File: src/rtl/k005297_pkg.sv
// Shared types and constants for the K005297 slot scheduler and its rotator consumers.
// Holds the scheduler state, the requester indices, the rotator geometry and the arbitration helper.
package k005297_pkg;

  typedef enum logic [1:0] {
    IDLE    = 2'd0,
    OWN     = 2'd1,
    STOPPED = 2'd2
  } sched_state_t;

  localparam int REQ_DMA  = 0;
  localparam int REQ_HOST = 1;
  localparam int REQ_HK   = 2;

  localparam int SLOT_LEN  = 5;
  localparam int FRAME_LEN = 20;

  // DMA always wins; host and housekeeping share the remainder by alternating turns.
  function automatic logic [2:0] pick_winner(input logic [2:0] req, input logic hk_turn);
    logic [2:0] win;
    win = '0;
    if (req[REQ_DMA]) begin
      win[REQ_DMA] = 1'b1;
    end else if (req[REQ_HOST] && req[REQ_HK]) begin
      if (hk_turn) win[REQ_HK] = 1'b1;
      else         win[REQ_HOST] = 1'b1;
    end else if (req[REQ_HOST]) begin
      win[REQ_HOST] = 1'b1;
    end else if (req[REQ_HK]) begin
      win[REQ_HK] = 1'b1;
    end
    return win;
  endfunction

endpackage

File: src/rtl/k005297_rot20_decode.sv
// One-cold 20-step rotator decoder: reports the position of the single low bit.
// Any pattern without exactly one low bit is flagged invalid so consumers can ignore it.
module k005297_rot20_decode
  import k005297_pkg::*;
(
  input  logic [FRAME_LEN-1:0] rot_n,
  output logic [4:0]           pos,
  output logic                 valid
);

  logic [4:0] low_cnt;

  always_comb begin
    pos     = '0;
    low_cnt = '0;
    for (int k = 0; k < FRAME_LEN; k++) begin
      if (!rot_n[k]) begin
        pos     = 5'(k);
        low_cnt = low_cnt + 5'd1;
      end
    end
    valid = (low_cnt == 5'd1);
  end

endmodule

File: src/rtl/k005297_slot_scheduler.sv
// Time-sliced grant scheduler for the shared bubble-memory data path (DMA, host, housekeeping).
// Requests a subclock stop after a run of idle frames and withdraws it on the first new request.
module k005297_slot_scheduler
  import k005297_pkg::*;
#(
  parameter int IDLE_FRAMES = 2,
  parameter int CNT_W       = 4
) (
  input  logic                 i_MCLK,
  input  logic                 i_MRST_n,
  input  logic                 i_CLK4M_PCEN_n,
  input  logic                 i_CLK2M_PCEN_n,
  input  logic [FRAME_LEN-1:0] i_ROT20_n,
  input  logic                 i_SYS_RUN_FLAG,
  input  logic [2:0]           i_REQ,
  input  logic [2:0]           i_LOCK,
  output logic [2:0]           o_GNT,
  output logic                 o_SLOT_STB,
  output logic                 o_BUSY,
  output logic                 o_CLK2M_STOPRQ_n
);

  sched_state_t     state;
  logic [2:0]       gnt;
  logic             slot_stb;
  logic             busy;
  logic             stoprq_n;
  logic [CNT_W-1:0] idle_cnt;
  logic             hk_turn;

  logic             tick;
  logic             wake;
  logic [4:0]       pos;
  logic             pos_valid;
  logic             arb_point;
  logic             frame_end;
  logic             any_req;
  logic [2:0]       winner;
  logic             owner_req;
  logic             owner_locked;
  logic             rearb;
  logic [CNT_W-1:0] cnt_next;

  k005297_rot20_decode u_decode (
    .rot_n (i_ROT20_n),
    .pos   (pos),
    .valid (pos_valid)
  );

  assign tick      = ~i_CLK2M_PCEN_n;
  assign wake      = ~i_CLK4M_PCEN_n;
  assign any_req   = |i_REQ;
  assign arb_point = pos_valid && (pos == 5'(0) || pos == 5'(SLOT_LEN) ||
                                   pos == 5'(2 * SLOT_LEN) || pos == 5'(3 * SLOT_LEN));
  assign frame_end = pos_valid && (pos == 5'(FRAME_LEN - 1));

  assign winner       = pick_winner(i_REQ, hk_turn);
  assign owner_req    = |(gnt & i_REQ);
  assign owner_locked = |(gnt & i_LOCK & i_REQ);
  assign rearb        = tick && arb_point && any_req &&
                        (state == IDLE || (state == OWN && !owner_locked));
  assign cnt_next     = (idle_cnt >= CNT_W'(IDLE_FRAMES)) ? idle_cnt : idle_cnt + CNT_W'(1);

  // The run flag beats everything but reset; STOPPED only listens to the 4 MHz wake enable.
  always_ff @(posedge i_MCLK) begin
    if (!i_MRST_n) begin
      state    <= IDLE;
      gnt      <= '0;
      slot_stb <= 1'b0;
      busy     <= 1'b0;
      stoprq_n <= 1'b1;
      idle_cnt <= '0;
      hk_turn  <= 1'b0;
    end else if (!i_SYS_RUN_FLAG && (tick || wake)) begin
      state    <= IDLE;
      gnt      <= '0;
      slot_stb <= 1'b0;
      busy     <= 1'b0;
      stoprq_n <= 1'b1;
      idle_cnt <= '0;
    end else begin
      if (tick) slot_stb <= 1'b0;
      case (state)
        STOPPED: begin
          if (wake && any_req) begin
            stoprq_n <= 1'b1;
            idle_cnt <= '0;
            state    <= IDLE;
          end
        end
        IDLE, OWN: begin
          if (tick) begin
            if (any_req) idle_cnt <= '0;
            if (rearb) begin
              gnt      <= winner;
              busy     <= 1'b1;
              slot_stb <= 1'b1;
              state    <= OWN;
              if (winner[REQ_HOST])    hk_turn <= 1'b1;
              else if (winner[REQ_HK]) hk_turn <= 1'b0;
            end else if (state == OWN && ((arb_point && !owner_locked) || !owner_req)) begin
              gnt   <= '0;
              busy  <= 1'b0;
              state <= IDLE;
            end else if (state == IDLE && !any_req && frame_end) begin
              idle_cnt <= cnt_next;
              if (cnt_next == CNT_W'(IDLE_FRAMES)) begin
                stoprq_n <= 1'b0;
                state    <= STOPPED;
              end
            end
          end
        end
        default: state <= IDLE;
      endcase
    end
  end

  assign o_GNT            = gnt;
  assign o_SLOT_STB       = slot_stb;
  assign o_BUSY           = busy;
  assign o_CLK2M_STOPRQ_n = stoprq_n;

endmodule

File: config.mk
export PLATFORM = sky130hd
export DESIGN_NAME = k005297_slot_scheduler
export DESIGN_NICKNAME = d
export VERILOG_FILES = /design/src/rtl/k005297_pkg.sv /design/src/rtl/k005297_rot20_decode.sv /design/src/rtl/k005297_slot_scheduler.sv
export SDC_FILE = /design/constraint.sdc
export NUM_CORES = 1
export LEC_CHECK = 0
export BUFFER_PORTS_ARGS = -buffer_cell sky130_fd_sc_hd__buf_4
export CORE_ASPECT_RATIO = 1.75
export CORE_MARGIN = 2
export CORE_UTILIZATION = 35
export CTS_CLUSTER_SIZE = 30
export DETAILED_ROUTE_END_ITERATION = 8
export SYNTH_ARGS = -nofsm -noshare
export SYNTH_HDL_FRONTEND = slang
export SYNTH_SLANG_ARGS = --single-unit
export TNS_END_PERCENT = 50
File: constraint.sdc
create_clock -name i_MCLK -period 15.9 [get_ports i_MCLK]
set_input_delay 0.795 -clock i_MCLK [delete_from_list [all_inputs] [get_ports i_MCLK]]
set_output_delay 0.795 -clock i_MCLK [all_outputs]
set_load 0.02 [all_outputs]
==> impl_metrics.py <==
metrics = {
    "global_route": {
        "grt_util_met1_pct": 17.0,
        "grt_pass1_wl_mm": 13.4,
        "grt.total_usage_pct": 17.2,
        "grt_max_degree": 13,
        "grt-ovfl-total": 0,
        "grt_pass1_vias": 3045,
        "use_met3_pct": 1.56,
        "antenna_found_initial": 0,
        "grtUsageMet2_pct": 35.1,
        "gr-max-usage-layer": "met2",
    },
    "yosys": {
        "async_reset_ff_share_pct": 0,
        "yosysUniqueCellTypes": 77,
        "syn_area_um2": 3150,
        "synth-seq-cells": 13,
        "avgSynthCellArea_um2": 7.44,
        "synth_edf_count": 0,
        "ys_warn_count": 0,
        "yosysSeqAreaShare_pct": 8.27,
        "synthFlopType": "dfxtp_1",
        "synth_nets": 475,
        "synthCells": 423,
    },
    "route": {
        "via_per_inst": 5.43,
        "drt_wl_total_mm": 7.97,
        "wl_per_cell_um": 14.2,
        "first_iter_violations": 131,
        "drtPass1Iterations": 4,
        "drc": 0,
        "ant_nets": 0,
        "num_vias": 3050,
    },
    "clock_network": {
        "cts-resized-gates": 0,
        "cts.sinks": 13,
        "cts_tree": "done",
        "clkLatencyLatePin_ps": 250,
        "cts_root_buffer": "clkbuf_16",
        "cts_setup_buffers": 0,
        "cts_buffer_depth": 2,
        "htree_levels": 1,
        "cts_hold_buf": 0,
        "numCtsBuffers": 3,
        "cts.clk_slew.worst_paths_ps": 50,
    },
    "power_and_ir_drop": {
        "power.share.switching_pct": 48.6,
        "power_switching_w": 0.000340,
        "p_clk_share_pct": 6.9,
        "ir_drop_mv": 0.0868,
        "powerDensity_nw_per_um2": 196,
        "p_comb_share_pct": 88.4,
        "leakagePower_nw": 1.51,
        "internal-power_w": 0.000359,
        "p_seq_share_pct": 4.7,
    },
    "worst_setup_path": {
        "cp_max_fo": 9,
        "cp-start-kind": "input port",
        "worstPathArrival_ps": 12880,
        "critical-path-slowest-cell": "a221o_1",
        "required_ps": 16080,
        "crit_top_cell": "ha_1",
        "cpPeakStageDelay_ps": 440,
        "crit_type": "input port to register",
        "cp-end-kind": "register",
    },
    "run_status": {
        "outcome": "finished, final reports clean",
    },
    "timing": {
        "relSlewSlack_pct": 56.6,
        "slew_viol_final": 0,
        "fin_skew_ps": 3.42,
        "rsz0062_at_grt": "false",
        "setup_violations": 0,
        "fmax_mhz": 78.8,
        "fin_crit_ps": 12690,
        "post-route-period-util_pct": 79.8,
        "hold_viol_final": 0,
        "setup_tns_ps": 0,
        "worst_pin_slew_ps": 650,
    },
    "cells_and_area": {
        "antenna_cells": 0,
        "utilization_pct": 40.8,
        "final_nets": 498,
        "drive_above_1_share_pct": 14.8,
        "final_area_um2": 3560,
        "syn2layout_area_growth_pct": 13.2,
    },
    "placement": {
        "gp_congestion": 0.831,
        "post_dp_cell_area_um2": 3480,
        "io_buffers": 36,
        "hpwl_mm": 6.76,
    },
    "floorplanning": {
        "core-area_um2": 8730,
        "die_area_um2": 9790,
        "chipHeight_um": 129,
        "start_util_pct": 36.1,
        "io_pins": 37,
        "row_count": 45,
        "die_w_um": 75.7,
    },
    "job": {
        "cap_violations": 0,
    },
    "worst_hold_path": {
        "min_path_type": "register to register",
    },
}
-- Yosys cell counts (all sizes together) (3+ instances only) --
master / count / share of area [%]
nand4: 6 / 1.2
a21o: 3 / 0.72
and2: 3 / 0.60
buf: 4 / 0.87
nand2: 45 / 5.6
nand2b: 15 / 3.0
nor2b: 14 / 2.8
and3: 5 / 0.99
or3: 6 / 1.4
inv: 25 / 3.0
o211ai: 5 / 1.2
nand3b: 3 / 0.72
xnor3: 11 / 8.0
xor2: 10 / 3.0
nand3: 20 / 3.2
xnor2: 37 / 13
nor4b: 3 / 0.84
o21ai: 21 / 3.5
nor2: 41 / 4.9
nor3: 12 / 1.9
ha: 21 / 8.3
a31o: 4 / 1.1
dfxtp: 13 / 8.3
a31oi: 7 / 1.4
a211oi: 3 / 0.87
nor3b: 5 / 1.2
a21oi: 24 / 3.8
clkbuf: 14 / 1.7
-- critical path, delay by kind of cell --
kind	cells	cell delay (ps)
adder cells (fa/ha/maj)	18	5130
AO/OA/AOI/OAI	18	3480
AND/OR/NAND/NOR	23	2520
XOR/XNOR	2	510
buffers and inverters	5	440
-- per-stage QoR --
step / setup slack (ps) / instances / hold slack (ps) / power, W
finish: 3210 / 562 / 463 / 0.000699
global route: 2080 / 562 / 495 / 0.000770
CTS: 3160 / 562 / 467 / 0.000703
detailed placement: 2910 / 558 / 447 / 0.000651
global placement: 3320 / 558 / 454 / 0.000638
floorplan: 4230 / 423 / 431 / 0.000545
-- placed cells by master, fill, tap and decap left out, types with 6 or more instances in the layout --
master / n
nor2b_1: 14
nand2b_1: 15
dfxtp_1: 13
buf_4: 36
xnor3_1: 7
ha_1: 21
nand3_1: 20
nor3_1: 12
inv_1: 23
o21ai_0: 17
a31oi_1: 7
xnor2_1: 30
nor2_1: 41
a21oi_1: 24
nand2_1: 44
xor2_1: 9
nand4_1: 6
-- final timing paths --
kind	end	from	slack (ps)	cells past startpoint
min reg2reg	o_CLK2M_STOPRQ_n	o_CLK2M_STOPRQ_n	460	1
max reg2reg	o_GNT[1]	state[1]	13970	6
max	o_GNT[1]	i_ROT20_n[1]	3210	66
min	o_CLK2M_STOPRQ_n	o_CLK2M_STOPRQ_n	460	1
-- metal layers --
| metal | vias up | share of wire [%] |
|---|---|---|
| met2 | 57 | 58 |
| met5 | - | 0 |
| met1 | 1417 | 37 |
| met3 | 17 | 2.9 |
| li1 | 1559 | - |
| met4 | 0 | 2.2 |
-- cell type report --
cell class              count  area, um2
clock buffers               4       78.8
fillers                   939       5160
inverters                  25       93.8
multi-input cells         367       2710
flip-flops and latches     13        260
well taps                 117        146
repair buffers             36        270
-- sequential cells by signal (all words and copies together), names as in the netlist, named ones only --
name and count:
hk_turn 1, o_BUSY 1, idle_cnt 4, o_CLK2M_STOPRQ_n 1
state 2, o_GNT 3
-- cells by family (layout without fill, tap and decap cells) --
group | count (synthesis) | after routing | synth area share [%]
adder cells (fa/ha/maj) | 21 | 21 | 8.35
flip-flops | 13 | 13 | 8.27
multiplexers | 2 | 2 | 0.636
AO/OA/AOI/OAI | 96 | 96 | 21.2
XOR/XNOR | 60 | 60 | 25.3
AND/OR/NAND/NOR | 188 | 188 | 30.7
buffers and inverters | 43 | 65 | 5.53
-- power by group through the flow --
| stage | clock network (W) | logic [W] | registers (W) |
|---|---|---|---|
| finish | 0.0000483 | 0.000617 | 0.0000329 |
| global route | 0.0000503 | 0.000687 | 0.0000329 |
| CTS | 0.0000481 | 0.000622 | 0.0000329 |
| detailed placement | 0 | 0.000617 | 0.0000335 |
| global placement | 0 | 0.000604 | 0.0000335 |
| floorplan | 0 | 0.000511 | 0.0000336 |
(Power assumes the default switching activity.)
